<file path="src/rtl/arb_link_receiver.sv">
// Receiving end of the arbiter channel link: splits the 16-bit word stream into
// trigger pulses, comma-framed data blocks with sof/eof, and error/statistics flags.
module arb_link_receiver #(
  parameter int unsigned MAXLEN   = 1024,
  parameter logic [15:0] CH_COMMA = 16'h00BC,
  parameter logic [15:0] CH_TRIG  = 16'h801C
) (
  input  logic        clk,
  input  logic        rst_n,
  input  logic [15:0] din,
  input  logic        kchar,
  output logic        trig,
  output logic [15:0] dout,
  output logic        dvalid,
  output logic        sof,
  output logic        eof,
  output logic        err_kchar,
  output logic        err_long,
  output logic [31:0] trig_cnt,
  output logic [31:0] blk_cnt
);

  localparam logic [15:0] MAXLEN_W = 16'(MAXLEN);

  typedef enum logic [1:0] {
    S_IDLE    = 2'd0,
    S_BLOCK   = 2'd1,
    S_DISCARD = 2'd2
  } state_t;

  state_t      state_q, state_d;
  logic [15:0] hold_q, hold_d;
  logic        first_q, first_d;
  logic [15:0] len_q, len_d;

  logic        trig_q, trig_d;
  logic [15:0] dout_q, dout_d;
  logic        dvalid_q, dvalid_d;
  logic        sof_q, sof_d;
  logic        eof_q, eof_d;
  logic        err_kchar_q, err_kchar_d;
  logic        err_long_q, err_long_d;
  logic [31:0] trig_cnt_q, trig_cnt_d;
  logic [31:0] blk_cnt_q, blk_cnt_d;

  logic is_trig, is_comma, is_badk, is_data;

  assign is_trig  = kchar && (din == CH_TRIG);
  assign is_comma = kchar && (din == CH_COMMA);
  assign is_badk  = kchar && !is_trig && !is_comma;
  assign is_data  = !kchar;

  always_comb begin
    state_d     = state_q;
    hold_d      = hold_q;
    first_d     = first_q;
    len_d       = len_q;
    dout_d      = dout_q;
    dvalid_d    = 1'b0;
    sof_d       = 1'b0;
    eof_d       = 1'b0;
    err_kchar_d = 1'b0;
    err_long_d  = 1'b0;
    blk_cnt_d   = blk_cnt_q;
    // Triggers are out of band and never touch the block state below.
    trig_d      = is_trig;
    trig_cnt_d  = trig_cnt_q + 32'(is_trig);

    case (state_q)
      S_IDLE: begin
        if (is_data) begin
          hold_d  = din;
          first_d = 1'b1;
          len_d   = 16'd1;
          state_d = S_BLOCK;
        end else if (is_badk) begin
          err_kchar_d = 1'b1;
        end
      end

      S_BLOCK: begin
        if (is_data) begin
          dvalid_d = 1'b1;
          dout_d   = hold_q;
          sof_d    = first_q;
          first_d  = 1'b0;
          if (len_q >= MAXLEN_W) begin
            // Held word closes the truncated block; the incoming word is dropped.
            eof_d      = 1'b1;
            err_long_d = 1'b1;
            blk_cnt_d  = blk_cnt_q + 32'd1;
            state_d    = S_DISCARD;
          end else begin
            hold_d = din;
            len_d  = (len_q == 16'hFFFF) ? len_q : len_q + 16'd1;
          end
        end else if (is_comma || is_badk) begin
          dvalid_d    = 1'b1;
          dout_d      = hold_q;
          sof_d       = first_q;
          eof_d       = 1'b1;
          first_d     = 1'b0;
          err_kchar_d = is_badk;
          blk_cnt_d   = blk_cnt_q + 32'd1;
          state_d     = S_IDLE;
        end
      end

      S_DISCARD: begin
        if (is_comma) begin
          state_d = S_IDLE;
        end else if (is_badk) begin
          err_kchar_d = 1'b1;
          state_d     = S_IDLE;
        end
      end

      default: begin
        state_d = S_IDLE;
      end
    endcase
  end

  always_ff @(posedge clk or negedge rst_n) begin
    if (!rst_n) begin
      state_q     <= S_IDLE;
      hold_q      <= '0;
      first_q     <= 1'b0;
      len_q       <= '0;
      trig_q      <= 1'b0;
      dout_q      <= '0;
      dvalid_q    <= 1'b0;
      sof_q       <= 1'b0;
      eof_q       <= 1'b0;
      err_kchar_q <= 1'b0;
      err_long_q  <= 1'b0;
      trig_cnt_q  <= '0;
      blk_cnt_q   <= '0;
    end else begin
      state_q     <= state_d;
      hold_q      <= hold_d;
      first_q     <= first_d;
      len_q       <= len_d;
      trig_q      <= trig_d;
      dout_q      <= dout_d;
      dvalid_q    <= dvalid_d;
      sof_q       <= sof_d;
      eof_q       <= eof_d;
      err_kchar_q <= err_kchar_d;
      err_long_q  <= err_long_d;
      trig_cnt_q  <= trig_cnt_d;
      blk_cnt_q   <= blk_cnt_d;
    end
  end

  assign trig      = trig_q;
  assign dout      = dout_q;
  assign dvalid    = dvalid_q;
  assign sof       = sof_q;
  assign eof       = eof_q;
  assign err_kchar = err_kchar_q;
  assign err_long  = err_long_q;
  assign trig_cnt  = trig_cnt_q;
  assign blk_cnt   = blk_cnt_q;

endmodule

</file>
<file path="config.mk">
export PLATFORM = sky130hd
export DESIGN_NAME = arb_link_receiver
export DESIGN_NICKNAME = d
export VERILOG_FILES = /design/src/rtl/arb_link_receiver.sv
export SDC_FILE = /design/constraint.sdc
export NUM_CORES = 1
export LEC_CHECK = 0
export CORE_MARGIN = 5
export CORE_UTILIZATION = 30
export DETAILED_ROUTE_END_ITERATION = 10
export PLACE_DENSITY = 0.48
export SLEW_MARGIN = 15
export SYNTH_ARGS = -nofsm -noshare
export SYNTH_HDL_FRONTEND = slang
export SYNTH_SLANG_ARGS = --single-unit
</file>
<file path="constraint.sdc">
create_clock -name clk -period 3.65 [get_ports clk]
set_input_delay 0.73 -clock clk [delete_from_list [all_inputs] [get_ports clk]]
set_output_delay 0.73 -clock clk [all_outputs]
set_load 0.02 [all_outputs]
</file>
---- After elaboration in Yosys (flattened, before gate mapping) ----
Index checks and enable logic that the tools add are counted.
word-level totals
  input port bits ......................... 19
  logic and storage cells ................. 88
  output and inout bits ................... 86
  bits in registers ....................... 121
cells by class
  equal/unequal tests ..................... 13
  reduce and logical (&&, ||, !) cells .... 16
  add/sub/neg operators ................... 3
  $lt $le $gt $ge ......................... 1
  mux-type cells .......................... 42
operators with widths
  cell                                                                 number
  2-to-1 mux 16 bit                                                    9
  2-to-1 mux 32 bit                                                    3
  case mux 16 bit (2 select lines)                                     2
  adder 32 x 1 -> 32 bit                                               1
  adder 32 x 1 -> 32 bit, second input constant                        1
  equality test 16 bit, second input constant                          2
  2-to-1 mux 1 bit                                                     19
  adder 16 x 1 -> 16 bit, second input constant                        1
  equality test 16 x 8 -> 1 bit, second input constant                 1
  greater-or-equal comparator 16 x 11 -> 1 bit, second input constant  1
  2-to-1 mux 2 bit                                                     6
  != test 3 bit, second input constant                                 3
  != test 2 bit, second input constant                                 4
  AND reduction 4 bit                                                  2
  case mux 2 bit (3 select lines)                                      1
  AND reduction 3 bit                                                  2
  AND reduction 5 bit                                                  1
  logical AND 1 bit                                                    4
  nonzero test 2 bit                                                   2
  case mux 1 bit (3 select lines)                                      1
  equality test 2 x 1 -> 1 bit, second input constant                  1
  equality test 2 bit, second input constant                           1
  logical NOT 1 bit                                                    2
  logical NOT 2 bit                                                    1
  other kinds (4)                                                      4

---- Longest topological paths before layout ----
Gate-level depths: netlist of the first run.
  depth in word-level cells ............... 9
  gate-level depth with buffers ........... 11
  mapped depth without buffers ............ 10

---- Worst setup path after synthesis of the first run ----
Ideal clock, no wire load.
  path type ............................... input-to-reg
  start ................................... input port din[1]
  end ..................................... register trig_cnt_q[26], in the netlist trig_cnt[26]
  setup time .............................. 0.129 ns
  cell stages on the path ................. 11
  setup slack ............................. 0.636 ns
  data arrival time ....................... 2.885 ns
  data required time ...................... 3.521 ns
  path buffers ............................ 1
  path through ............................ nor4bb_1 -> nand4_1 -> nor2_1 -> ha_1 -> ha_1 -> and3_1 -> clkbuf_1 -> nand4_1 -> nor2_1 -> nand4_1 -> xnor2_1
between the ends
  longest elaborated chain between the ends .. 3
ends and longest elaborated chain
  element                 line  text
  from (decl)             10    input logic [15:0] din,
  equality test 16 bit    48    assign is_trig = kchar && (din == CH_TRIG);
  logical AND 1 bit       48
  net is_trig             46    logic is_trig, is_comma, is_badk, is_data;
  adder 32 x 1 -> 32 bit  67    trig_cnt_d = trig_cnt_q + 32'(is_trig);
  net trig_cnt_d[26]      43    logic [31:0] trig_cnt_q, trig_cnt_d;
  to (signal assigned)    151   trig_cnt_q <= trig_cnt_d;
  to (decl)               43
The timed path passes the listed nets, and every way through them passes these cells.
A chain may end at the register's enable or synchronous reset.

---- Final worst setup path of the first run ----
  start ................................... input port din[8]
  end ..................................... register trig_cnt_q[20], in the netlist trig_cnt[20]
The elaborated chain is that of the path after synthesis.

==> results of run 1 <==
==> cell families (layout without fill, tap and decap cells) <==
group,after synthesis,in the layout,synth area share (%)
muxes,33,33,7.07
xor gates and xnor gates,65,65,10.9
buffers and inverters,22,161,1.77
adders and majority gates,5,5,1.19
and+or+nand+nor,174,174,18.0
DFF,121,121,57.8
AOI/OAI and AO/OA,25,25,3.32
==> cell type report <==
| cell class | instances | area (sq um) |
|---|---|---|
| Inverter | 11 | 41.3 |
| Tap cell | 225 | 282 |
| Sequential cell | 121 | 3030 |
| Clock buffer | 20 | 457 |
| Timing Repair Buffer | 118 | 1170 |
| Clock inverter | 12 | 125 |
| Fill cell | 1622 | 10000 |
| Multi-Input combinational cell | 302 | 2120 |
==> worst max-delay path: cells and delay by family <==
kind | cells | cell delay [ps]
xor gates and xnor gates | 1 | 140
adders and majority gates | 2 | 420
and+or+nand+nor | 7 | 1330
buffers and inverters | 3 | 800
==> per-layer routing <==
layer	part of all wire (%)	wire, microns	global-route usage, %	up-vias
li1	-	-	-	1828
met1	47	5850	17.5	1875
met2	42	5240	18.7	101
met3	8.2	1010	5.58	18
met4	1.9	235	4.85	0
met5	0	0	0	-
==> registers in the layout, summed over array words and instances (netlist names), 2 cells and up <==
name and cells:
dout 16, blk_cnt 32, trig_cnt 32, hold_q 16
len_q 16, state_q 2
==> cell usage in the layout, fill, tap and decap left out, types with 8 or more instances in the layout <==
master	n
and3_1	14
nor3_1	19
dfrtp_1	121
and4_1	8
clkbuf_16	17
inv_1	10
mux2_2	32
buf_4	13
nand2_1	30
nand3_1	29
clkdlybuf4s50_1	103
xnor2_1	38
nor4_1	9
xor2_1	27
nor2_1	24
nand4_1	20
==> per-stage QoR <==
| stage | hold slack, ps | util, % |
|---|---|---|
| 3_3_place_gp | 459 | 38.5 |
| 3_5_place_dp | 460 | 38.5 |
| 2_1_floorplan | 434 | - |
| 6_report | 390 | 41.9 |
| 5_1_grt | 438 | 41.9 |
| 4_1_cts | 403 | 41.9 |
==> power by group <==
part / switching [mW] / leakage [nW] / total, mW / internal, mW
registers: 0.0983 / 1.50 / 1.55 / 1.45
logic: 0.303 / 1.23 / 0.565 / 0.262
clock network: 0.605 / 0.282 / 1.64 / 1.03
==> path summary, 6_finish.rpt <==
| path | to | slack [ps] | depth (start not counted) |
|---|---|---|---|
| max in group asynchronous | trig_cnt[28]$_DFF_PN0_ | 2470 | 2 |
| max reg2reg | len_q[9]$_DFFE_PN0P_ | 1380 | 5 |
| min | hold_q[15]$_DFFE_PN0P_ | 390 | 1 |
| min reg2reg | blk_cnt[31]$_DFFE_PN0P_ | 470 | 1 |
| max | trig_cnt[20]$_DFF_PN0_ | 510 | 13 |
| min in group clk | blk_cnt[31]$_DFFE_PN0P_ | 470 | 1 |
==> impl_metrics.py, run 1 <==
metrics = {
    "synth": {
        "synth_area_sq_um": 5240,
        "synth_cell_types": 46,
        "synth_edf_count": 0,
        "yosysWarnings": 0,
        "seq_area_frac_synth_pct": 57.8,
        "avgSynthCellArea_sq_um": 11.8,
        "async_flop_share_pct": 100,
        "synth.net_count": 469,
        "postSynthCellCount": 445,
        "synth_area_leader_cell": "dfrtp_1",
        "yosysMostFrequentCell": "dfrtp_1",
        "synth_top_area_share_pct": 57.8,
        "ys_ff_latch": 121,
        "synth_area_leaders": "dfrtp_1 58%, mux2_2 6.9%, xnor2_1 6.4%, xor2_1 4.5%, nand3_1 2.8%",
        "ys.flop_type": "dfrtp_1",
        "synthTopCellsByCount": "121 x dfrtp_1, 38 x xnor2_1, 32 x mux2_2",
    },
    "floorplan": {
        "die_x_microns": 142,
        "start_util_pct": 30.4,
        "die_h_microns": 142,
        "fp.dieArea_sq_um": 20200,
        "std_cell_rows": 48,
        "pin_count": 105,
        "coreArea_sq_um": 17200,
    },
    "clocking": {
        "ctsLongestPathBuffers": 2,
        "cts_setup_buffers": 0,
        "cts-root-buf": "clkbuf_16",
        "cts_htree_levels": 4,
        "cts_tree": "done",
        "cts_buffers": 17,
        "cts.sink_count": 121,
        "clock_latency_ps": 410,
        "cts_resized": 0,
        "holdBufCountCts": 0,
        "clk_pin_slew_ps": 60,
    },
    "global_routing": {
        "grt-ovfl-total": 0,
        "grt_max_degree": 67,
        "grtUsageTotal_pct": 13.0,
        "grt_pass1_wl_mm": 20.8,
        "antenna_found_initial": 0,
        "grt_pass1_vias": 4002,
    },
    "power": {
        "total_power_mw": 3.75,
        "power.density_nw_per_um2": 519,
        "ir_drop_mv": 0.327,
        "leakagePower_nw": 3.01,
    },
    "critical_path": {
        "path_cells": "clkdlybuf4s50_1, nor4_1, buf_4, nand4_1, nor2_1, ha_1, ha_1, and3_1, nand4_1, buf_4, nor2_1, nand3_1, xnor2_1",
        "slowest_stage": "clkdlybuf4s50_1",
        "cp.arrival_ps": 3430,
        "worstSetupEndpointType": "flop",
        "r2r-start": "len_q[12]$_DFFE_PN0P_",
        "slowest_delay_ps": 430,
        "path_max_fanout": 5,
        "required_ps": 3940,
        "setup.worst_path.start": "din[8]",
        "startpoint_type": "input port",
        "critPathKind": "input port to flop",
    },
    "cells_and_area": {
        "final_cell_area_sq_um": 7220,
        "final_cells": 809,
        "diodes": 0,
        "drive_above_1_share_pct": 15.4,
        "nets": 595,
        "syn2layout_area_growth_pct": 37.9,
    },
    "sta": {
        "tns_ps": 0,
        "period_minus_slack_ps": 3140,
        "tightest_slew_ps": 740,
        "rsz0062_at_grt": "no",
        "setup_viol": 0,
        "setup_slack_ps": 511,
        "hold_viol_final": 0,
        "clock.fmax_ghz": 0.319,
        "final.period_utilization_pct": 86.0,
        "relSlewSlack_pct": 50.7,
        "maxSlewViolCount": 0,
        "finClkSkew_ps": 4.91,
    },
    "drt": {
        "totalWireLength_mm": 12.3,
        "vias": 3822,
        "viasPerCell": 4.72,
        "drc": 0,
        "drtIter0Drc": 165,
        "first_pass_iters": 4,
        "ant_nets": 0,
        "wire_per_inst_microns": 15.3,
    },
    "placement": {
        "dp.final_hpwl_mm": 8.68,
        "post-place-ws_ps": 58.0,
        "placed_cell_area_sq_um": 6640,
        "port-buffer-count": 104,
        "dp_cells": 777,
        "place_congestion": 0.784,
    },
    "run": {
        "drv_cap": 0,
    },
    "run_status": {
        "status": "finished clean",
    },
    "hold_path": {
        "min_path_type": "input port to asynchronous set/reset pin",
    },
}
No activity file was read; power rests on OpenSTA's default activity.
==> run 2, diff against run 1 <==
--- a/config.mk
+++ b/config.mk
@@ -5,7 +5,7 @@
 export SDC_FILE = /design/constraint.sdc
 export NUM_CORES = 1
 export LEC_CHECK = 0
-export CORE_MARGIN = 5
+export CORE_MARGIN = 2
 export CORE_UTILIZATION = 30
 export DETAILED_ROUTE_END_ITERATION = 10
 export PLACE_DENSITY = 0.48
==> run 2 against run 1 <==
  * Highest routed layer unchanged
  * Die area fell by 8.3%
  * Critical path depth fell by 2
  * Flip-flop and latch count did not move
==> impl_metrics.py, run 2 (synthesis gave the netlist of run 1 again) <==
metrics = {
    "placement": {
        "placed_cell_area_sq_um": 6650,
        "place_congestion": 0.760,
        "dp.final_hpwl_mm": 8.90,
        "port-buffer-count": 104,
    },
    "sta": {
        "relSlewSlack_pct": 46.9,
        "tightest_slew_ps": 796,
        "finClkSkew_ps": 5.84,
        "hold_viol_final": 0,
        "setup_viol": 0,
        "timing.hold.ws_ps": 409,
        "maxSlewViolCount": 0,
        "clock.fmax_ghz": 0.324,
        "period_minus_slack_ps": 3080,
        "rsz0062_at_grt": "no",
        "final.period_utilization_pct": 84.5,
        "tns_ps": 0,
    },
    "clocking": {
        "cts_setup_buffers": 0,
        "cts_resized": 0,
        "cts_buffers": 17,
        "holdBufCountCts": 0,
        "clk_pin_slew_ps": 50,
        "clock_latency_ps": 410,
        "cts_htree_levels": 4,
        "cts.sink_count": 121,
        "cts-root-buf": "clkbuf_16",
        "ctsLongestPathBuffers": 2,
        "cts_tree": "done",
    },
    "critical_path": {
        "cp.arrival_ps": 3380,
        "startpoint_type": "input port",
        "worstSetupEndpointType": "flop",
        "critPathKind": "input port to flop",
        "path_max_fanout": 4,
        "required_ps": 3950,
    },
    "drt": {
        "vias": 3800,
        "wire_per_inst_microns": 15.4,
        "ant_nets": 0,
        "drtIter0Drc": 185,
        "drc": 0,
        "first_pass_iters": 4,
        "totalWireLength_mm": 12.5,
        "viasPerCell": 4.67,
    },
    "cells_and_area": {
        "final_cell_area_sq_um": 7240,
        "nets": 600,
        "layout_commonest_cell": "dfrtp_1",
        "drive_above_1_share_pct": 15.8,
        "syn2layout_area_growth_pct": 38.2,
        "final_core_util_pct": 42.1,
        "diodes": 0,
        "layout_common_cells": "121 x dfrtp_1, 103 x clkdlybuf4s50_1, 38 x xnor2_1, 32 x mux2_2, 30 x nand2_1",
    },
    "global_routing": {
        "grt_max_degree": 63,
        "grt-ovfl-total": 0,
        "grt_pass1_vias": 3932,
        "grtUsageTotal_pct": 14.5,
        "antenna_found_initial": 0,
        "grt_pass1_wl_mm": 20.6,
    },
    "floorplan": {
        "fp.dieArea_sq_um": 18500,
        "start_util_pct": 30.5,
        "die_x_microns": 136,
        "std_cell_rows": 48,
        "coreArea_sq_um": 17200,
        "pin_count": 105,
        "die_h_microns": 136,
    },
    "power": {
        "ir_drop_mv": 0.361,
        "power.density_nw_per_um2": 521,
        "leakagePower_nw": 3.04,
    },
    "hold_path": {
        "min_path_type": "input port to asynchronous set/reset pin",
    },
    "run": {
        "drv_cap": 0,
    },
    "run_status": {
        "status": "finished clean",
    },
}
-- run 2: metal layers --
metal / wire, microns / vias to the layer above / GRT usage, %
met5: 0 / - / 0
met1: 5950 / 1849 / 19.1
li1: - / 1847 / -
met4: 144 / 0 / 5.56
met3: 818 / 11 / 5.78
met2: 5620 / 93 / 21.4
-- run 2: report_power, final --
group          total (mW)  switching (mW)  internal (mW)
registers            1.55           0.104           1.45
clock network        1.66           0.586           1.07
logic               0.561           0.301          0.260
total                3.77           0.990           2.78
-- run 2: path summary, 6_finish.rpt --
check	from	endpoint	slack, ps	depth (start not counted)
worst max-delay path	din[15]	trig_cnt[26]$_DFF_PN0_	570	11
worst min-delay path	rst_n	trig_cnt[6]$_DFF_PN0_	410	1
worst max register to register	len_q[12]$_DFFE_PN0P_	len_q[9]$_DFFE_PN0P_	1290	5
worst min register to register	blk_cnt[31]$_DFFE_PN0P_	blk_cnt[31]$_DFFE_PN0P_	470	1
max in group asynchronous	rst_n	state_q[0]$_DFFE_PN0P_	2420	2
min in group clk	blk_cnt[31]$_DFFE_PN0P_	blk_cnt[31]$_DFFE_PN0P_	470	1
-- run 2: layout make-up --
class	count	area [sq um]
Sequential cell	121	3030
Fill cell	1636	9940
Multi-Input combinational cell	302	2120
Timing Repair Buffer	123	1180
Inverter	11	41.3
Clock buffer	24	492
Clock inverter	8	92.6
Tap cell	225	282
-- run 2: worst max-delay path, cell delays in order --
cell and delay (ps):
clkdlybuf4s50_1 500, nor4bb_1 360, nand4_1 190, nor2_1 240, ha_1 210, ha_1 160
and3_1 190, nand4_1 190, nor2_1 300, nand4_1 150, xnor2_1 140
-- run 2: stage by stage --
stage                     power, mW  cells  setup WS, ps
after floorplan                1.86    445           636
after global placement         2.14    782           129
after detailed placement       2.15    782           125
after CTS                      3.83    814           573
after global routing           3.97    814           321
final                          3.77    814           568
==> run 3, diff against run 2 <==
==> constraint.sdc (replaced) <==
create_clock -name clk -period 3.1 [get_ports clk]
set_input_delay 0.62 -clock clk [delete_from_list [all_inputs] [get_ports clk]]
set_output_delay 0.62 -clock clk [all_outputs]
set_load 0.02 [all_outputs]
==> run 3 against run 2 <==
  * Sequential power increased by 17%
  * Die area unchanged
  * First-iteration DRC count increased by 20%
  * Largest cell class unchanged
==> impl_metrics.py, run 3 (synthesis gave the netlist of run 1 again) <==
metrics = {
    "sta": {
        "final.period_utilization_pct": 92.5,
        "rsz0062_at_grt": "no",
        "relSlewSlack_pct": 65.1,
        "clock.fmax_ghz": 0.349,
        "hold_viol_final": 0,
        "setup_viol": 0,
        "period_minus_slack_ps": 2870,
        "finClkSkew_ps": 5.70,
        "setup_slack_ps": 234,
        "tightest_slew_ps": 523,
        "tns_ps": 0,
        "maxSlewViolCount": 0,
    },
    "critical_path": {
        "r2r-start": "len_q[12]$_DFFE_PN0P_",
        "critPathKind": "input port to flop",
        "required_ps": 3390,
        "setup.worst_path.start": "din[6]",
        "ff2ff_path_depth": 5,
        "cp.arrival_ps": 3160,
        "worstSetupEndpointType": "flop",
        "path_max_fanout": 4,
        "startpoint_type": "input port",
    },
    "clocking": {
        "cts_buffers": 17,
        "holdBufCountCts": 0,
        "cts-root-buf": "clkbuf_16",
        "cts_htree_levels": 4,
        "cts.sink_count": 121,
        "clock_latency_ps": 410,
        "cts_tree": "done",
        "ctsLongestPathBuffers": 2,
        "clk_pin_slew_ps": 50,
    },
    "placement": {
        "dp.final_hpwl_mm": 8.94,
        "place_congestion": 0.748,
        "dp_cells": 795,
        "post-place-ws_ps": -324,
        "port-buffer-count": 104,
    },
    "drt": {
        "totalWireLength_mm": 12.3,
        "wire_per_inst_microns": 15.0,
        "vias": 3875,
        "drtIter0Drc": 222,
        "drc": 0,
        "viasPerCell": 4.70,
        "ant_nets": 0,
        "first_pass_iters": 6,
    },
    "global_routing": {
        "grtUsageTotal_pct": 14.3,
        "met1_usage_pct": 18.7,
        "grt_pass1_vias": 3947,
        "busiest_layer": "met2",
        "grt_pass1_wl_mm": 20.5,
        "use_met3_pct": 7.05,
        "grt-ovfl-total": 0,
        "antenna_found_initial": 0,
        "grt_max_degree": 69,
        "met2_usage_pct": 21.3,
    },
    "run_status": {
        "status": "finished clean",
    },
    "floorplan": {
        "die_x_microns": 136,
        "die_h_microns": 136,
        "pin_count": 105,
        "std_cell_rows": 48,
        "fp.dieArea_sq_um": 18500,
        "start_util_pct": 30.5,
        "coreArea_sq_um": 17200,
    },
    "cells_and_area": {
        "final_cells": 825,
        "layout_common_cells": "121 x dfrtp_1, 103 x clkdlybuf4s50_1, 38 x xnor2_1, 32 x mux2_2, 31 x buf_4",
        "fillers": 1675,
        "nets": 613,
        "syn2layout_area_growth_pct": 39.4,
        "layout_commonest_cell": "dfrtp_1",
        "diodes": 0,
        "drive_above_1_share_pct": 17.2,
    },
    "power": {
        "total_power_mw": 4.25,
        "power.density_nw_per_um2": 581,
        "ir_drop_mv": 0.370,
        "leakagePower_nw": 3.08,
    },
    "hold_path": {
        "min_path_type": "input port to asynchronous set/reset pin",
    },
    "run": {
        "drv_cap": 0,
    },
}
run 3: cell types whose count changed in the layout (fill, tap and decap cells not counted):
| cell | delta |
|---|---|
| buf_12 | +2 |
| buf_4 | +11 |
| bufinv_16 | -2 |
| clkbuf_1 | +3 |
| clkinv_2 | -2 |
| clkinvlp_4 | -1 |
| nor2_1 | -2 |
| nor2_2 | +1 |
| nor2_4 | +1 |
run 3: where the power goes:
part / switching, mW / internal [mW]
registers: 0.119 / 1.71
clock network: 0.653 / 1.09
logic: 0.356 / 0.319
total: 1.13 / 3.12
run 3: metrics by stage:
stage               cell area, sq um  hold WS (ps)  util (%)
CTS                             7290           164      42.5
finish                          7300           151      42.5
global route                    7300           173      42.5
global placement                6780           460      39.5
floorplan                       5240           324         -
detailed placement              6780           461      39.5
run 3: path summary, 6_finish.rpt:
check	endpoint	slack (ps)
max	trig_cnt[26]$_DFF_PN0_	230
min	trig_cnt[6]$_DFF_PN0_	150
max reg2reg	len_q[9]$_DFFE_PN0P_	830
min reg2reg	blk_cnt[31]$_DFFE_PN0P_	470
max in group asynchronous	dout[11]$_DFFE_PN0P_	2220
min in group clk	blk_cnt[31]$_DFFE_PN0P_	470
run 3: per-layer routing:
metal  part of all wire (%)  vias up
met5                      0        -
met4                   0.89        0
met3                    8.4        9
met2                     44      109
met1                     47     1898
li1                       -     1859
run 3: critical path: stages:
cell and delay [ps]:
clkdlybuf4s50_1 420, nor4_1 320, buf_4 180, nand4_1 170, nor2_2 200, ha_1 190, ha_1 160, and3_1 180
nand4_1 250, nor2_4 220, nand4_1 120, xnor2_1 140
run 3: layout make-up:
class                      count  area, sq um  area share (%)
sequential                   121         3030            41.5
multi-input combinational    302         2130            29.2
timing repair buffer         136         1300            17.8
clock buffer                  27          503            6.89
tap                          225          282            3.85
inverter                      11         41.3           0.565
clock inverter                 3         15.0           0.206
run 3: timing repair:
item / 4_1_cts / 5_1_grt
setup endpoints to repair: 0 / 4
resized for setup: 0 / 3
buffers inserted: 0 / 0
